File: src/rtl/vr_pkg.sv
// Shared types, defaults and sizing helpers for the valid/ready FIFO.
// Imported by vr_fifo and vr_fifo_mem.
package vr_pkg;

    localparam int DATA_W_DEF = 8;
    localparam int DEPTH_DEF  = 4;

    // Width-parametrised payload type: vr_types#(W)::data_t
    virtual class vr_types #(parameter int W = DATA_W_DEF);
        typedef logic [W-1:0] data_t;
    endclass

    // Bits needed to hold an occupancy of 0..depth
    function automatic int cnt_w(input int depth);
        return $clog2(depth + 1);
    endfunction

endpackage

File: src/rtl/vr_fifo_mem.sv
// Register-array storage for vr_fifo.
// One write port, one asynchronous read port, contents never reset.
module vr_fifo_mem
    import vr_pkg::*;
#(
    parameter int DATA_W = DATA_W_DEF,
    parameter int DEPTH  = DEPTH_DEF,
    parameter int AW     = $clog2(DEPTH)
) (
    input  logic              clk,
    input  logic              we,
    input  logic [AW-1:0]     waddr,
    input  logic [DATA_W-1:0] wdata,
    input  logic [AW-1:0]     raddr,
    output logic [DATA_W-1:0] rdata
);

    logic [DATA_W-1:0] mem_q [DEPTH];

    // Capture the write word into the addressed entry
    always_ff @(posedge clk) begin
        if (we) begin
            mem_q[waddr] <= wdata;
        end
    end

    assign rdata = mem_q[raddr];

endmodule

File: src/rtl/vr_fifo.sv
// Valid/ready FIFO: pointers, occupancy, flags around vr_fifo_mem.
// Define VR_FIFO_PROTOCOL_CHECK_EN to embed handshake assertions.
module vr_fifo
    import vr_pkg::*;
#(
    parameter int DATA_W    = DATA_W_DEF,
    parameter int DEPTH     = DEPTH_DEF,
    parameter int AFULL_LVL = 3,
    parameter int CNT_W     = cnt_w(DEPTH)
) (
    input  logic              clk,
    input  logic              rst,
    input  logic              s_valid,
    input  logic [DATA_W-1:0] s_data,
    output logic              s_ready,
    output logic              m_valid,
    output logic [DATA_W-1:0] m_data,
    input  logic              m_ready,
    output logic [CNT_W-1:0]  count,
    output logic              almost_full
);

    localparam int PTR_W = $clog2(DEPTH);
    localparam logic [PTR_W-1:0] LAST_C = PTR_W'(DEPTH - 1);
    localparam logic [CNT_W-1:0] FULL_C = CNT_W'(DEPTH);
    localparam logic [CNT_W-1:0] AFUL_C = CNT_W'(AFULL_LVL);

    logic [PTR_W-1:0] wr_ptr_q, wr_ptr_d;
    logic [PTR_W-1:0] rd_ptr_q, rd_ptr_d;
    logic [CNT_W-1:0] count_q, count_d;
    logic             push, pop;

    // Handshake flags and next pointer/occupancy values
    always_comb begin
        s_ready     = !rst && (count_q != FULL_C);
        m_valid     = (count_q != '0);
        almost_full = (count_q >= AFUL_C);
        push        = s_valid && s_ready;
        pop         = m_valid && m_ready;
        wr_ptr_d    = wr_ptr_q;
        rd_ptr_d    = rd_ptr_q;
        count_d     = count_q;
        if (push) begin
            wr_ptr_d = (wr_ptr_q == LAST_C) ? '0 : wr_ptr_q + PTR_W'(1);
        end
        if (pop) begin
            rd_ptr_d = (rd_ptr_q == LAST_C) ? '0 : rd_ptr_q + PTR_W'(1);
        end
        if (push && !pop) begin
            count_d = count_q + CNT_W'(1);
        end else if (pop && !push) begin
            count_d = count_q - CNT_W'(1);
        end
    end

    // Pointer and occupancy registers, cleared asynchronously
    always_ff @(posedge clk or posedge rst) begin
        if (rst) begin
            wr_ptr_q <= '0;
            rd_ptr_q <= '0;
            count_q  <= '0;
        end else begin
            wr_ptr_q <= wr_ptr_d;
            rd_ptr_q <= rd_ptr_d;
            count_q  <= count_d;
        end
    end

    assign count = count_q;

    vr_fifo_mem #(
        .DATA_W (DATA_W),
        .DEPTH  (DEPTH),
        .AW     (PTR_W)
    ) u_mem (
        .clk   (clk),
        .we    (push),
        .waddr (wr_ptr_q),
        .wdata (s_data),
        .raddr (rd_ptr_q),
        .rdata (m_data)
    );

`ifdef VR_FIFO_PROTOCOL_CHECK_EN
    a_rst_ready: assert property (@(posedge clk)
        rst |=> !s_ready)
        else $error("a_rst_ready");

    a_s_hold: assert property (@(posedge clk) disable iff (rst)
        s_valid && !s_ready |=> s_valid && $stable(s_data))
        else $error("a_s_hold");

    a_m_hold: assert property (@(posedge clk) disable iff (rst)
        m_valid && !m_ready |=> m_valid && $stable(m_data))
        else $error("a_m_hold");

    a_cnt_max: assert property (@(posedge clk) disable iff (rst)
        count_q <= FULL_C)
        else $error("a_cnt_max");

    a_valid_cnt: assert property (@(posedge clk) disable iff (rst)
        !(m_valid == 1'b0 && count_q != '0))
        else $error("a_valid_cnt");
`endif

endmodule

File: config.mk
export PLATFORM = sky130hd
export DESIGN_NAME = vr_fifo
export DESIGN_NICKNAME = d
export VERILOG_FILES = /design/src/rtl/vr_pkg.sv /design/src/rtl/vr_fifo_mem.sv /design/src/rtl/vr_fifo.sv
export SDC_FILE = /design/constraint.sdc
export NUM_CORES = 1
export LEC_CHECK = 0
export ABC_AREA = 1
export BUFFER_PORTS_ARGS = -buffer_cell sky130_fd_sc_hd__clkbuf_2
export CELL_PAD_IN_SITES_DETAIL_PLACEMENT = 1
export CELL_PAD_IN_SITES_GLOBAL_PLACEMENT = 2
export CORE_ASPECT_RATIO = 1.4
export CORE_MARGIN = 1.5
export CORE_UTILIZATION = 30
export DETAILED_ROUTE_END_ITERATION = 12
export GPL_TIMING_DRIVEN = 0
export PLACE_DENSITY_LB_ADDON = 0.1
export SYNTH_ARGS = -nofsm -noshare
export SYNTH_HDL_FRONTEND = slang
export SYNTH_SLANG_ARGS = --single-unit
File: constraint.sdc
create_clock -name clk -period 2.4 [get_ports clk]
set_input_delay 0 -clock clk [delete_from_list [all_inputs] [get_ports clk]]
set_output_delay 0 -clock clk [all_outputs]
set_load 0.02 [all_outputs]
==> qor.txt <==
Placement Cell Area: 2040 sq um
CP Data Required Time: 2.57 ns
setup_tns: 0 ns
R2R setup slack: 0.50 ns
GRT Util Overall: 13.0%
worst r2r path cells: 9
post-synth top area cell: edfxtp_1
I/O pin count: 26
H-Tree Depth: 2
Pre-antenna DRT Iters: 4
Netlist cell types: 25
status: finished, final reports clean
r2r endpoint: count[1]$_DFFE_PP0P_
Layout fillers: 683
WL/cell: 14.5 microns
largest net degree at the start of global routing: 12
vias in the first global route: 1286
actual slew at the worst max-slew pin: 0.884 ns
Final Hold Viols: 0
initial antenna violation count: 0
via count: 1212
Die Wd: 68.9 microns
routability-driven placement congestion ratio: 0.735
Area contributors post-synth: edfxtp_1, dfrtp_1, nand2_1
Slew Viols, Final: 0
post-CTS setup repair buffer count: 0
Non-Filler Instances: 266
setup violators final: 0
vias per cell: 4.56
CP max stage delay: 0.53 ns
grt peak-use layer: met2
startpoint types: primary input
clock buffer depth: 2
GR Overflow Total: 0
maximum vdd drop: 343 uV
Skew-Pair Late Insertion Delay: 0.28 ns
Crit path arrival time: 2.13 ns
Slew HR: 40.8%
grt met2 use: 25.2%
CP Class: primary input to flip-flop
drt initial violations: 39
Placed Cells: 250
cell area after layout: 2210 sq um
Critical Path End Type: flip-flop
Antenna Cells: 0
Reg clk slew, reported paths: 0.07 ns
CTS buffer count: 5
max_cap viols: 0
critical path peak fanout: 10
core area: 5860 sq um
Final Cycle Share: 81.5%
reg2reg start: count[0]$_DFFE_PP0P_
M3 GR Usage: 2.72%
Synthesized Nets: 174
Die ar.: 6570 sq um
final WL: 3.84 mm
Ys Warns: 0
Port-buffer cells: 25
ys async rst share: 17.9%
register area share after synthesis: 62.2%
Core Rows: 33
CTS tree: yes
Final ANT Viol Nets: 0
post-synthesis cell area: 1830 sq um
Post-Syn Area per Cell: 11.8 sq um
most used flip-flop cell after synthesis: edfxtp_1
min Tclk post-route: 1.96 ns
dpl ws: 0.459 ns
Worst path slowest cell: dlygate4sd3_1
fin worst setup slack: 0.443 ns
global-route wire length before repair: 6.00 mm
Pwr Density: 1150 nW/um^2
post-synth top area share: 52.6%
drt drc: 0
count leader, synth: edfxtp_1
Post-synth EDFFs: 32
synthesized flop and latch total: 39
Crit. Startpoint: rst
clk_skew: 0.00478 ns
clk root buf: clkbuf_8
clock sink total: 39
M1 GR Usage: 13.0%
HP Class: primary input to flip-flop
P_leak: 0.964 nW
Syn Inst Count: 155
Area Growth Syn to Fin: 20.8%
crit-path cells: dlygate4sd3_1, clkbuf_2, inv_1, nand3_4, inv_1, ha_1, inv_1, fa_1, nand2_1, nand3_1, nand2_1, nand2_1
hpwl dp: 2.82 mm
share of cells above drive strength 1: 26.0%
FMAX: 511 MHz
nets: 215
Die H: 95.3 microns
CP Capture Point: count[2]$_DFFE_PP0P_
Commonest cells post-synth: edfxtp_1, nand2_1, inv_1
RSZ-0062 raised after global routing: no
initial core utilization: 31.1%
-- per-layer routing --
layer | share of wire (%) | wire length (microns) | up-vias
li1 | - | - | 596
met1 | 39 | 1500 | 593
met2 | 57 | 2190 | 21
met3 | 3.4 | 131 | 2
met4 | 0.70 | 27 | 0
met5 | 0 | 0 | -
-- state kept, by name, indices dropped and copies added, names as in the netlist --
| name | flops |
|---|---|
| wr_ptr_q | 2 |
| rd_ptr_q | 2 |
| u_mem.mem_q | 32 |
| count | 3 |
-- cell usage in the layout, fill, tap and decap left out, drive strengths merged --
cell,count
buf,6
clkinv,2
inv,28
clkbuf,30
nand3,3
fa,1
o211ai,8
or2,1
nor2,6
nand4,3
edfxtp,32
dlygate4sd3,9
o21ai,9
xnor2,1
dfrtp,7
a21oi,9
ha,6
nand2,35
-- through the flow --
stage,hold slack [ns],utilization [%],total power (W)
global route,0.0119,37.6,0.00274
finish,0.00525,37.6,0.00254
CTS,0.00280,37.6,0.00260
detailed placement,0.0164,34.8,0.00218
global placement,-0.00611,34.8,0.00214
floorplan,-0.150,-,0.00180
-- critical path: cells and delay by family --
kind / cells / cell delay (ns)
AND/OR/NAND/NOR: 5 / 0.45
adder cells (fa/ha/maj): 2 / 0.55
buffers and inverters: 5 / 1.12
-- area by class of cell --
class / count / area [sq um] / area share (%)
Sequential cell: 39 / 1140 / 51.5
Multi-Input combinational cell: 82 / 520 / 23.6
Timing Repair Buffer: 34 / 215 / 9.76
Inverter: 28 / 105 / 4.76
Tap cell: 70 / 87.6 / 3.97
Clock buffer: 5 / 68.8 / 3.12
Buffer: 6 / 63.8 / 2.89
Clock inverter: 2 / 8.76 / 0.397
-- kinds of logic (layout without fill, tap and decap cells) --
| group | Yosys count | count (layout) | share of synthesized area (%) |
|---|---|---|---|
| flops | 39 | 39 | 62.2 |
| compound gates | 26 | 26 | 9.73 |
| simple gates | 48 | 48 | 13.1 |
| fa+ha+maj | 7 | 7 | 5.21 |
| buf+inv | 34 | 75 | 9.25 |
| xor+xnor | 1 | 1 | 0.480 |
-- report_power, final --
part	leakage, nW	internal (W)	switching, W
Clock	0.0414	0.000193	0.000206
Combinational	0.547	0.000438	0.000757
Sequential	0.376	0.000852	0.0000966
-- worst min path at each step --
| stage | startpoint | endpoint | slack (ns) | cells after the start |
|---|---|---|---|---|
| after floorplan | rst | count[0]$_DFFE_PP0P_ | -0.15 | 1 |
| after global placement | rst | count[2]$_DFFE_PP0P_ | -0.006 | 2 |
| after detailed placement | rst | count[2]$_DFFE_PP0P_ | 0.02 | 2 |
| after CTS | m_ready | rd_ptr_q[0]$_DFFE_PP0P_ | 0.003 | 3 |
| after global routing | m_ready | rd_ptr_q[0]$_DFFE_PP0P_ | 0.01 | 3 |
| final | m_ready | rd_ptr_q[0]$_DFFE_PP0P_ | 0.005 | 3 |
-- what timing repair did --
action,CTS,global route
hold buffers,9,0
hold endpoints to repair,39,0
resized for setup,0,0
No activity file was read; power rests on OpenSTA's default activity.
